### src/rtl/video_timing_pkg.sv
// Shared constants and the display-stage signal bundle for the raster timing generator.
// Position fields in vt_sig_t are VT_CW bits wide, so CW must not exceed VT_CW.
package video_timing_pkg;

    localparam int VT_CW = 12;

    // 1280x720p60
    localparam int HD_H_ACTIVE = 1280;
    localparam int HD_H_FP     = 110;
    localparam int HD_H_SYNC   = 40;
    localparam int HD_H_BP     = 220;
    localparam int HD_V_ACTIVE = 720;
    localparam int HD_V_FP     = 5;
    localparam int HD_V_SYNC   = 5;
    localparam int HD_V_BP     = 20;

    // Tiny raster: 14 x 7, 98 pixels per frame
    localparam int SM_H_ACTIVE = 8;
    localparam int SM_H_FP     = 2;
    localparam int SM_H_SYNC   = 2;
    localparam int SM_H_BP     = 2;
    localparam int SM_V_ACTIVE = 4;
    localparam int SM_V_FP     = 1;
    localparam int SM_V_SYNC   = 1;
    localparam int SM_V_BP     = 1;

    typedef struct packed {
        logic             hsync;
        logic             vsync;
        logic             hblank;
        logic             vblank;
        logic             active;
        logic             fsync;
        logic [VT_CW-1:0] hpos;
        logic [VT_CW-1:0] vpos;
    } vt_sig_t;

    localparam int VT_SIG_W     = $bits(vt_sig_t);
    localparam int VT_FSYNC_BIT = 2 * VT_CW;

    function automatic int vt_total(input int act, input int fp,
                                    input int sync, input int bp);
        return act + fp + sync + bp;
    endfunction

endpackage

### src/rtl/video_timing_gen_sig_delay.sv
// Enabled shift register with asynchronous reset to a fixed value.
// tap_next is the value one chosen bit of dout will take after the coming edge.
module sig_delay #(
    parameter int               WIDTH   = 1,
    parameter int               DEPTH   = 1,
    parameter int               TAP     = 0,
    parameter logic [WIDTH-1:0] RST_VAL = '0
) (
    input  logic             clk,
    input  logic             rst_n,
    input  logic             en,
    input  logic [WIDTH-1:0] din,
    output logic [WIDTH-1:0] dout,
    output logic             tap_next
);

    if (DEPTH == 0) begin : g_pass
        assign dout     = din;
        assign tap_next = din[TAP];
    end else begin : g_shift
        logic [WIDTH-1:0] stage_q [DEPTH];
        logic [WIDTH-1:0] stage_d [DEPTH];

        always_comb begin
            stage_d = stage_q;
            if (en) begin
                stage_d[0] = din;
                for (int i = 1; i < DEPTH; i++) begin
                    stage_d[i] = stage_q[i-1];
                end
            end
        end

        always_ff @(posedge clk or negedge rst_n) begin
            if (!rst_n) begin
                for (int i = 0; i < DEPTH; i++) begin
                    stage_q[i] <= RST_VAL;
                end
            end else begin
                stage_q <= stage_d;
            end
        end

        assign dout     = stage_q[DEPTH-1];
        assign tap_next = stage_d[DEPTH-1][TAP];
    end

endmodule

### src/rtl/video_timing_gen.sv
// Raster timing generator: request-stage coordinates for a LOOKAHEAD-latency
// renderer, plus syncs/blanking delayed to line up with that renderer's pixels.
module video_timing_gen
    import video_timing_pkg::*;
#(
    parameter int H_ACTIVE  = HD_H_ACTIVE,
    parameter int H_FP      = HD_H_FP,
    parameter int H_SYNC    = HD_H_SYNC,
    parameter int H_BP      = HD_H_BP,
    parameter int V_ACTIVE  = HD_V_ACTIVE,
    parameter int V_FP      = HD_V_FP,
    parameter int V_SYNC    = HD_V_SYNC,
    parameter int V_BP      = HD_V_BP,
    parameter int HSYNC_POL = 1,
    parameter int VSYNC_POL = 1,
    parameter int LOOKAHEAD = 2,
    parameter int CW        = 12
) (
    input  logic          pixel_clk,
    input  logic          resetn,
    input  logic          en,
    output logic          req_valid,
    output logic [CW-1:0] req_hpos,
    output logic [CW-1:0] req_vpos,
    output logic          hsync,
    output logic          vsync,
    output logic          hblank,
    output logic          vblank,
    output logic          active,
    output logic          fsync,
    output logic [CW-1:0] hpos,
    output logic [CW-1:0] vpos,
    output logic [15:0]   frame_cnt
);

    localparam int H_TOTAL = vt_total(H_ACTIVE, H_FP, H_SYNC, H_BP);
    localparam int V_TOTAL = vt_total(V_ACTIVE, V_FP, V_SYNC, V_BP);

    localparam logic [CW-1:0] H_LAST = CW'(H_TOTAL - 1);
    localparam logic [CW-1:0] V_LAST = CW'(V_TOTAL - 1);
    localparam logic [CW-1:0] H_ACT  = CW'(H_ACTIVE);
    localparam logic [CW-1:0] V_ACT  = CW'(V_ACTIVE);
    localparam logic [CW-1:0] H_SY_S = CW'(H_ACTIVE + H_FP);
    localparam logic [CW-1:0] H_SY_L = CW'(H_ACTIVE + H_FP + H_SYNC - 1);
    localparam logic [CW-1:0] V_SY_S = CW'(V_ACTIVE + V_FP);
    localparam logic [CW-1:0] V_SY_L = CW'(V_ACTIVE + V_FP + V_SYNC - 1);

    localparam vt_sig_t SIG_RST = '{
        hsync:  (HSYNC_POL == 0),
        vsync:  (VSYNC_POL == 0),
        hblank: 1'b0,
        vblank: 1'b0,
        active: 1'b0,
        fsync:  1'b0,
        hpos:   '0,
        vpos:   '0
    };

    logic [CW-1:0] hcnt_q, hcnt_d;
    logic [CW-1:0] vcnt_q, vcnt_d;
    logic          req_valid_q, req_valid_d;
    logic [CW-1:0] req_hpos_q, req_hpos_d;
    logic [CW-1:0] req_vpos_q, req_vpos_d;
    logic [15:0]   frame_cnt_q, frame_cnt_d;

    logic    h_act, v_act, h_sy, v_sy;
    logic    fsync_nxt;
    vt_sig_t cur;
    vt_sig_t disp;

    assign h_act = hcnt_q < H_ACT;
    assign v_act = vcnt_q < V_ACT;
    assign h_sy  = (hcnt_q >= H_SY_S) && (hcnt_q <= H_SY_L);
    assign v_sy  = (vcnt_q >= V_SY_S) && (vcnt_q <= V_SY_L);

    always_comb begin
        cur        = SIG_RST;
        cur.hsync  = (HSYNC_POL != 0) ? h_sy : ~h_sy;
        cur.vsync  = (VSYNC_POL != 0) ? v_sy : ~v_sy;
        cur.hblank = ~h_act;
        cur.vblank = ~v_act;
        cur.active = h_act & v_act;
        cur.fsync  = (hcnt_q == '0) && (vcnt_q == '0);
        cur.hpos   = VT_CW'(hcnt_q);
        cur.vpos   = VT_CW'(vcnt_q);
    end

    always_comb begin
        hcnt_d      = hcnt_q;
        vcnt_d      = vcnt_q;
        req_valid_d = req_valid_q;
        req_hpos_d  = req_hpos_q;
        req_vpos_d  = req_vpos_q;
        frame_cnt_d = frame_cnt_q;
        if (en) begin
            req_valid_d = h_act & v_act;
            req_hpos_d  = hcnt_q;
            req_vpos_d  = vcnt_q;
            if (hcnt_q == H_LAST) begin
                hcnt_d = '0;
                vcnt_d = (vcnt_q == V_LAST) ? '0 : vcnt_q + CW'(1);
            end else begin
                hcnt_d = hcnt_q + CW'(1);
            end
            // count on the same edge the display-aligned fsync goes high
            if (fsync_nxt) begin
                frame_cnt_d = frame_cnt_q + 16'd1;
            end
        end
    end

    always_ff @(posedge pixel_clk or negedge resetn) begin
        if (!resetn) begin
            hcnt_q      <= '0;
            vcnt_q      <= '0;
            req_valid_q <= 1'b0;
            req_hpos_q  <= '0;
            req_vpos_q  <= '0;
            frame_cnt_q <= '0;
        end else begin
            hcnt_q      <= hcnt_d;
            vcnt_q      <= vcnt_d;
            req_valid_q <= req_valid_d;
            req_hpos_q  <= req_hpos_d;
            req_vpos_q  <= req_vpos_d;
            frame_cnt_q <= frame_cnt_d;
        end
    end

    // first stage registers alongside the request outputs
    sig_delay #(
        .WIDTH   (VT_SIG_W),
        .DEPTH   (LOOKAHEAD + 1),
        .TAP     (VT_FSYNC_BIT),
        .RST_VAL (SIG_RST)
    ) u_sig_delay (
        .clk      (pixel_clk),
        .rst_n    (resetn),
        .en       (en),
        .din      (cur),
        .dout     (disp),
        .tap_next (fsync_nxt)
    );

    assign req_valid = req_valid_q;
    assign req_hpos  = req_hpos_q;
    assign req_vpos  = req_vpos_q;
    assign hsync     = disp.hsync;
    assign vsync     = disp.vsync;
    assign hblank    = disp.hblank;
    assign vblank    = disp.vblank;
    assign active    = disp.active;
    assign fsync     = disp.fsync;
    assign hpos      = CW'(disp.hpos);
    assign vpos      = CW'(disp.vpos);
    assign frame_cnt = frame_cnt_q;

endmodule

### config.mk
export PLATFORM = sky130hd
export DESIGN_NAME = video_timing_gen
export DESIGN_NICKNAME = d
export VERILOG_FILES = /design/src/rtl/video_timing_pkg.sv /design/src/rtl/video_timing_gen_sig_delay.sv /design/src/rtl/video_timing_gen.sv
export SDC_FILE = /design/constraint.sdc
export NUM_CORES = 1
export LEC_CHECK = 0
export CORE_MARGIN = 2
export CORE_UTILIZATION = 40
export CTS_BUF_LIST = sky130_fd_sc_hd__clkbuf_2
export CTS_CLUSTER_DIAMETER = 50
export DETAILED_ROUTE_END_ITERATION = 8
export SYNTH_ARGS = -nofsm -noshare
export SYNTH_HDL_FRONTEND = slang
export SYNTH_SLANG_ARGS = --single-unit
export TNS_END_PERCENT = 20
### constraint.sdc
create_clock -name pixel_clk -period 3 [get_ports pixel_clk]
set_clock_uncertainty 0.1 [all_clocks]
set_input_delay 0.6 -clock pixel_clk [delete_from_list [all_inputs] [get_ports pixel_clk]]
set_output_delay 0.6 -clock pixel_clk [all_outputs]
set_load 0.02 [all_outputs]
## Yosys cells after proc, flatten, opt, wreduce, memory -nomap -nowiden

Index checks and enable logic that the tools add are counted.

- Register bits after elaboration: 155
- Output and inout bits: 71
- Bits of input ports: 3
- Logic and storage cells: 34

- Equal/unequal tests: 2
- Magnitude comparators: 6
- Reductions and logical operators: 7
- Mux-type cells: 3
- Bitwise logic cells: 3
- Add/subtract/negate cells: 3

Operators with widths:

| cell | count |
|---|---|
| 2-to-1 mux 25 bit | 1 |
| adder 12 x 1 -> 12 bit (second input constant) | 2 |
| zero test 12 bit | 2 |
| 2-to-1 mux 12 bit | 2 |
| adder 16 x 1 -> 16 bit (second input constant) | 1 |
| equality test 12 x 10 -> 1 bit (second input constant) | 1 |
| equality test 12 x 11 -> 1 bit (second input constant) | 1 |
| greater-or-equal comparator 12 x 10 -> 1 bit (second input constant) | 1 |
| greater-or-equal comparator 12 x 11 -> 1 bit (second input constant) | 1 |
| <= comparator 12 x 10 -> 1 bit (second input constant) | 1 |
| <= comparator 12 x 11 -> 1 bit (second input constant) | 1 |
| < comparator 12 x 10 -> 1 bit (second input constant) | 1 |
| < comparator 12 x 11 -> 1 bit (second input constant) | 1 |
| AND reduction 2 bit | 2 |
| logical AND 1 bit | 3 |
| NOT 1 bit | 2 |
| bitwise AND 1 bit | 1 |

## Longest topological paths before layout

Gate-level depths: netlist of run 1.

- Depth in word-level cells: 2
- Gate-level depth with buffers: 8
- Mapped depth without buffers: 6

## Hierarchy

From an unflattened synthesis of run 1, not the netlist that was laid out.

- Cell total of the unflattened synthesis: 508
- Area, all modules: 7,190.6 sq um

By module, submodules not included:

| module | area an instance (sq um) | cells an instance | instances | seq. area each (sq um) |
|---|---|---|---|---|
| sig_delay | 4,020.1 | 220 | 1 | 2,252.2 |
| video_timing_gen | 3,170.5 | 288 | 1 | 1,626.6 |

## Worst setup path before layout of run 1

OpenSTA, ideal clock, no wires.

- Kind: input-to-reg
- Start point: input en
- End point: register u_sig_delay.g_shift.stage_q, in the netlist u_sig_delay.dout[10]
- Arrival: 1,505 ps
- Required time: 2,775 ps
- Slack: 1,270 ps
- Cell stages on the path: 4
- Setup time: 125 ps
- Path through: buf_2 -> buf_2 -> buf_2 -> mux2_2

RTL lines:

| element | RTL line | source |
|---|---|---|
| from (decl) | video_timing_gen.sv:21 | `input logic en,` |
| to (signal assigned) | video_timing_gen_sig_delay.sv:40 | `stage_q <= stage_d;` |
| to (decl) | video_timing_gen_sig_delay.sv:21 | `logic [WIDTH-1:0] stage_q [DEPTH];` |

No word-level cell between the ends.

## Worst setup path in the final report of run 1

- Start point: register frame_cnt_q[5] (netlist: frame_cnt[5])
- End point: output frame_cnt[5]

RTL lines:

| element | RTL line | source |
|---|---|---|
| from (decl) | video_timing_gen.sv:64 | `logic [15:0] frame_cnt_q, frame_cnt_d;` |
| from (signal assigned) | video_timing_gen.sv:126 | `frame_cnt_q <= frame_cnt_d;` |
| to (decl) | video_timing_gen.sv:33 | `output logic [15:0] frame_cnt` |

No word-level cell between the ends.

==> flow_metrics.env, run 1 <==
export IMPL_outcome="completed"
export IMPL_final_nets=522
export IMPL_rsz0062_at_grt="false"
export IMPL_yosys_warnings=0
export IMPL_crit_buf_inv=1
export IMPL_hold_buffers=1
export IMPL_setup_violations=0
export IMPL_arrival_ns=1.78
export IMPL_track_usage=0.1478
export IMPL_cp_required_ns=2.30
export IMPL_maxSlewViolCount=0
export IMPL_drive_gt1_frac=0.2390
export IMPL_max_freq_mhz=402.7
export IMPL_gp_congestion=0.8449
export IMPL_cp_slowest_cell="clkdlybuf4s50_1"
export IMPL_totalWireLength_mm=10.94
export IMPL_fp_row_count=44
export IMPL_synth_area_mm2=0.005973
export IMPL_hold_viol=0
export IMPL_synthDistinctLibCells=45
export IMPL_maxSlewHeadroom=0.5730
export IMPL_ir_drop_v=0.0003562
export IMPL_via_per_inst=5.083
export IMPL_clock_sinks=130
export IMPL_synth_ff_type="dfrtp_1"
export IMPL_critical_path_class="flip-flop to output port"
export IMPL_die_x_um=126.2
export IMPL_ys_seq_area_frac=0.5446
export IMPL_cts_htree_levels=4
export IMPL_cts_repair_resized=0
export IMPL_route_detailed_drc=0
export IMPL_cts_buffers=17
export IMPL_start_util=0.4094
export IMPL_crit_chain="clkdlybuf4s50_1"
export IMPL_worst_slew_pin_slew_ns=0.6346
export IMPL_fin_tns_setup_ns=0
export IMPL_path_delay_family="buffers and inverters"
export IMPL_synth_edf_count=0
export IMPL_p_leak_uw=0.002897
export IMPL_area_growth_syn_to_layout_pct=12.99
export IMPL_pin_count=74
export IMPL_wl_per_cell_um=15.47
export IMPL_grt_pass1_vias=3665
export IMPL_fin_hold_ws_ns=0.2630
export IMPL_grt_max_degree=53
export IMPL_crit_path_end_kind="output port"
export IMPL_ys_seq_elements=130
export IMPL_async_flop_share=1.000
export IMPL_final_util=0.4626
export IMPL_slowest_delay_ns=0.64
export IMPL_hpwl_mm=7.432
export IMPL_core_area_mm2=0.01459
export IMPL_cts_tree="yes"
export IMPL_synth_cells=485
export IMPL_firstDrtPassIters=5
export IMPL_grt_overflow=0
export IMPL_cp_start_kind="flip-flop"
export IMPL_drt_iter0_markers=279
export IMPL_clk_path_buf_depth=2
export IMPL_diodes=0
export IMPL_clk_latency_ns=0.68
export IMPL_maxCapViolCount=0
export IMPL_die_h_um=126.2
export IMPL_synth_nets=496
export IMPL_cts_setup_buffers=0
export IMPL_grt_antenna_before_repair=0
export IMPL_grt_pass1_wl_mm=18.69
export IMPL_fin_crit_ns=2.483
export IMPL_min_path_type="input port to asynchronous set/reset pin"
export IMPL_die_area_mm2=0.01593
export IMPL_ant_nets=0
export IMPL_fin_crit_sh=0.8277
export IMPL_place_inst=675
export IMPL_via_count=3594
export IMPL_clk_pin_slew_ns=0.20
export IMPL_path_max_fanout=6
export IMPL_root_buffer="clkbuf_2"
export IMPL_syn_avg_cell_area_um2=12.32
export IMPL_port_buffers=73
export IMPL_fin_cells=707
export IMPL_p_per_area_mw_per_mm2=553.3
final timing paths:
check                                                            start  slack [ns]                                     endpoint  cells after the start
max                                           frame_cnt[5]$_DFFE_PN0P_        0.52                                 frame_cnt[5]                      1
min                                                             resetn        0.26                        vcnt_q[5]$_DFFE_PN0P_                      2
max reg2reg                                      vcnt_q[8]$_DFFE_PN0P_        0.90                        vcnt_q[2]$_DFFE_PN0P_                      4
min reg2reg                u_sig_delay.g_shift.stage_q[87]$_DFFE_PN0P_        0.41  u_sig_delay.g_shift.stage_q[87]$_DFFE_PN0P_                      1
max in group asynchronous                                       resetn        1.69             u_sig_delay.dout[27]$_DFFE_PN0P_                      3
min in group pixel_clk                                              en        0.28                        hcnt_q[0]$_DFFE_PN0P_                      2
cell usage in the layout (no fill, tap or decap), types with 2 or more instances in the layout:
| cell type | count |
|---|---|
| nand4_1 | 11 |
| a31oi_1 | 2 |
| o22ai_1 | 3 |
| inv_1 | 17 |
| o21bai_1 | 2 |
| o211ai_1 | 2 |
| nor4_1 | 3 |
| and2_1 | 2 |
| nand3_1 | 22 |
| a32o_1 | 2 |
| nor2b_1 | 3 |
| o21ai_0 | 8 |
| ha_1 | 8 |
| clkbuf_2 | 19 |
| and4_1 | 2 |
| mux2_2 | 86 |
| or3_1 | 4 |
| clkinvlp_4 | 2 |
| clkinv_1 | 3 |
| clkdlybuf4s50_1 | 71 |
| nor2_1 | 10 |
| nor3_1 | 7 |
| nand2b_1 | 2 |
| a21oi_1 | 12 |
| xor2_1 | 8 |
| and4b_1 | 2 |
| and3_1 | 10 |
| o2bb2ai_1 | 2 |
| buf_4 | 5 |
| nand2_1 | 21 |
| dfrtp_1 | 130 |
| bufinv_16 | 4 |
| clkinv_2 | 2 |
| mux2i_1 | 5 |
| xnor2_1 | 14 |
Yosys cell counts, types with 3 or more instances:
cell type	instances	area (µm²)
o22ai_1	3	18.77
xor2_1	8	70.07
inv_1	17	63.81
nand4_1	11	68.82
mux2_2	86	968.4
o21ai_0	8	40.04
buf_6	3	33.78
nand3_1	22	110.1
a21oi_1	12	60.06
nand2_1	21	78.83
nor4_1	3	18.77
nor3_1	7	35.03
dfrtp_1	130	3253
ha_1	8	100.1
mux2i_1	5	50.05
buf_2	18	90.09
xnor2_1	14	122.6
or3_1	4	25.02
and3_1	10	62.56
nor2_1	10	37.54
buf_4	50	375.4
nor2b_1	3	18.77
through the flow:
stage / cell area, µm² / power, µW / setup slack (ns)
2_1_floorplan: 5973 / 2472 / 1.270
3_3_place_gp: 6479 / 2600 / 0.6952
3_5_place_dp: 6479 / 2624 / 0.6732
4_1_cts: 6749 / 3800 / 0.3980
5_1_grt: 6749 / 3948 / 0.3178
6_report: 6749 / 3735 / 0.5170
flip-flops by register name (all words and copies together), names as in the netlist:
| signal | count |
|---|---|
| u_sig_delay.g_shift.stage_q | 38 |
| frame_cnt | 16 |
| req_hpos | 11 |
| vcnt_q | 12 |
| u_sig_delay.dout | 30 |
| req_vpos | 11 |
| hcnt_q | 12 |
report_power, final:
part	switching (µW)	internal [µW]	total, µW
Clock	612	540	1150
Sequential	144	1890	2040
Combinational	264	281	544
Total	1020	2710	3730
cell families after synthesis:
family / after synthesis / share of synthesized area
adders and majority gates: 8 / 0.01676
AOI/OAI and AO/OA: 39 / 0.04106
and+or+nand+nor: 106 / 0.09971
muxes: 91 / 0.1705
buffers and inverters: 89 / 0.09510
xor gates and xnor gates: 22 / 0.03226
DFF: 130 / 0.5446
metal layers:
| layer | GRT usage | share of wire | vias to the layer above |
|---|---|---|---|
| met4 | 0.05495 | 0.025 | 0 |
| li1 | - | - | 1700 |
| met3 | 0.05013 | 0.037 | 17 |
| met1 | 0.1970 | 0.47 | 1797 |
| met5 | 0 | 0 | - |
| met2 | 0.2249 | 0.47 | 80 |
layout make-up:
class / instances / area, µm²
Clock buffer: 19 / 95.09
Multi-Input combinational cell: 266 / 2152
Clock inverter: 12 / 165.2
Tap cell: 184 / 230.2
Inverter: 17 / 63.81
Sequential cell: 130 / 3253
Timing Repair Buffer: 79 / 789.5
Fill cell: 1330 / 7840
Note: power is estimated with default switching activity, not from simulation.
==> run 2, diff against run 1 <==
==> constraint.sdc (replaced) <==
create_clock -name pixel_clk -period 2.53 [get_ports pixel_clk]
set_clock_uncertainty 0.1 [all_clocks]
set_input_delay 0.506 -clock pixel_clk [delete_from_list [all_inputs] [get_ports pixel_clk]]
set_output_delay 0.506 -clock pixel_clk [all_outputs]
set_load 0.02 [all_outputs]
==> run 2 against run 1 <==
Compared with the run above: final cell count up 1.1%; largest power group unchanged; highest routed layer unchanged; critical path depth unchanged; register-to-register slack got worse by 0.44 ns; via count increased by 0.33%.
==> flow_metrics.env, run 2 (synthesis results as in run 1) <==
export IMPL_wl_per_cell_um=15.27
export IMPL_hold_viol=0
export IMPL_core_area_mm2=0.01459
export IMPL_maxSlewHeadroom=0.5621
export IMPL_root_buffer="clkbuf_2"
export IMPL_grt_antenna_before_repair=0
export IMPL_p_per_area_mw_per_mm2=680.5
export IMPL_cp_required_ns=1.92
export IMPL_timing_rr_end="vcnt_q[4]$_DFFE_PN0P_"
export IMPL_switching_share=0.2664
export IMPL_p_total_uw=4678
export IMPL_drt_iter0_markers=241
export IMPL_clk_latency_ns=0.69
export IMPL_via_count=3606
export IMPL_min_path_type="input port to asynchronous set/reset pin"
export IMPL_grt_pass1_wl_mm=18.62
export IMPL_grt_pass1_vias=3597
export IMPL_place_area_mm2=0.006524
export IMPL_net_switching_power_uw=1246
export IMPL_final_util=0.4712
export IMPL_r2r_slack_ns=0.46
export IMPL_gp_congestion=0.8793
export IMPL_arrival_ns=1.75
export IMPL_p_int_uw=3432
export IMPL_slowest_delay_ns=0.63
export IMPL_grt_overflow=0
export IMPL_die_area_mm2=0.01593
export IMPL_seqPwrFrac=0.512
export IMPL_diodes=0
export IMPL_path_max_fanout=3
export IMPL_die_h_um=126.2
export IMPL_cts_htree_levels=4
export IMPL_clk_path_buf_depth=2
export IMPL_crit_path_end_kind="output port"
export IMPL_regArea_mm2=0.003256
export IMPL_cts_buffers=17
export IMPL_final_cell_mix="dfrtp_1 (128), mux2_2 (86), clkdlybuf4s50_1 (69), nand3_1 (22), nand2_1 (21)"
export IMPL_setup_violations=0
export IMPL_fp_row_count=44
export IMPL_crit_chain="clkdlybuf4s50_1"
export IMPL_fin_crit_sh=0.9331
export IMPL_maxCapViolCount=0
export IMPL_pin_count=74
export IMPL_final_nets=529
export IMPL_fin_crit_ns=2.361
export IMPL_path_delay_family="buffers and inverters"
export IMPL_cts_tree="yes"
export IMPL_start_util=0.4094
export IMPL_layout_commonest_cell="dfrtp_1"
export IMPL_pwr_share_comb=0.145
export IMPL_port_buffers=73
export IMPL_p_leak_uw=0.002985
export IMPL_fin_hold_ws_ns=0.1930
export IMPL_fin_tns_setup_ns=0
export IMPL_via_per_inst=5.043
export IMPL_max_freq_mhz=423.6
export IMPL_area_growth_syn_to_layout_pct=15.08
export IMPL_nFillCells=1328
export IMPL_cp_slowest_cell="clkdlybuf4s50_1"
export IMPL_crit_buf_inv=1
export IMPL_route_detailed_drc=0
export IMPL_cts_setup_buffers=0
export IMPL_clk_pin_slew_ns=0.19
export IMPL_maxSlewViolCount=0
export IMPL_outcome="completed"
export IMPL_track_usage=0.1474
export IMPL_cp_start_kind="flip-flop"
export IMPL_clock_sinks=130
export IMPL_multiInputGateArea_mm2=0.002152
export IMPL_rsz0062_at_grt="false"
export IMPL_totalWireLength_mm=10.92
export IMPL_drive_gt1_frac=0.2561
export IMPL_ant_nets=0
export IMPL_worst_slew_pin_slew_ns=0.6508
export IMPL_ff2ff_path_depth=6
export IMPL_largest_reg_flops=38
export IMPL_critical_path_class="flip-flop to output port"
export IMPL_r2r_start="hcnt_q[1]$_DFFE_PN0P_"
export IMPL_ir_drop_v=0.0002544
export IMPL_final_area_mm2=0.006874
export IMPL_die_x_um=126.2
export IMPL_hpwl_mm=7.585
export IMPL_pwr_share_clk=0.343
export IMPL_firstDrtPassIters=4
export IMPL_regMostFlops="u_sig_delay.g_shift.stage_q"
export IMPL_grt_max_degree=73
## run 2: cell types whose count changed in the layout (fill, tap and decap cells not counted), sizes merged
cell | before | now
buf | 7 | 13
bufinv | 4 | 6
clkbuf | 19 | 17
clkdlybuf4s50 | 71 | 69
clkinv | 6 | 4
clkinvlp | 2 | 4
dlygate4sd3 | 1 | 2
dlymetal6s2s | 0 | 2
inv | 17 | 18
## run 2: routing by layer
metal	part of all wire	GRT usage	vias up	wire [µm]
met5	0	0	-	0
met4	0.016	0.05171	0	170
met3	0.042	0.04970	17	458
met2	0.47	0.2236	83	5151
met1	0.47	0.1982	1785	5135
li1	-	-	1721	-
## run 2: cell type report
type,instances,share of cell area
Clock buffer,17,0.01238
Tap cell,184,0.03349
Sequential cell,130,0.4736
Timing Repair Buffer,86,0.1236
Multi-Input combinational cell,266,0.3131
Inverter,17,0.009283
Clock inverter,15,0.03458
## run 2: worst max-delay path by stage
| stage | end | cells after the start | start | slack [ns] |
|---|---|---|---|---|
| after floorplan | u_sig_delay.dout[10]$_DFFE_PN0P_ | 4 | en | 0.89 |
| after global placement | vcnt_q[4]$_DFFE_PN0P_ | 6 | hcnt_q[1]$_DFFE_PN0P_ | 0.52 |
| after detailed placement | vcnt_q[4]$_DFFE_PN0P_ | 6 | hcnt_q[1]$_DFFE_PN0P_ | 0.50 |
| after CTS | frame_cnt[5] | 1 | frame_cnt[5]$_DFFE_PN0P_ | 0.05 |
| after global routing | req_vpos[5] | 1 | req_vpos[5]$_DFFE_PN0P_ | 0.002 |
| final | req_vpos[6] | 1 | req_vpos[6]$_DFFE_PN0P_ | 0.17 |
## run 2: per-stage QoR
stage | instances | setup slack [ns]
after global routing | 715 | 0.001514
after global placement | 681 | 0.5227
after detailed placement | 681 | 0.4956
after CTS | 715 | 0.05062
after floorplan | 485 | 0.8943
final | 715 | 0.1691
## run 2: timing repair
| action | 4_1_cts | 5_1_grt |
|---|---|---|
| resized for setup | 0 | 4 |
| hold buffers | 2 | 0 |
| endpoints found under the setup margin | 0 | 4 |
| hold endpoints to repair | 53 | 0 |
## run 2: power by group through the flow
stage                     sequential, µW  clock [µW]  combinational (µW)
after global routing                2430        1760                 737
after floorplan                     2360           0                 574
after global placement              2430           0                 674
final                               2390        1600                 680
after CTS                           2400        1660                 690
after detailed placement            2440           0                 687
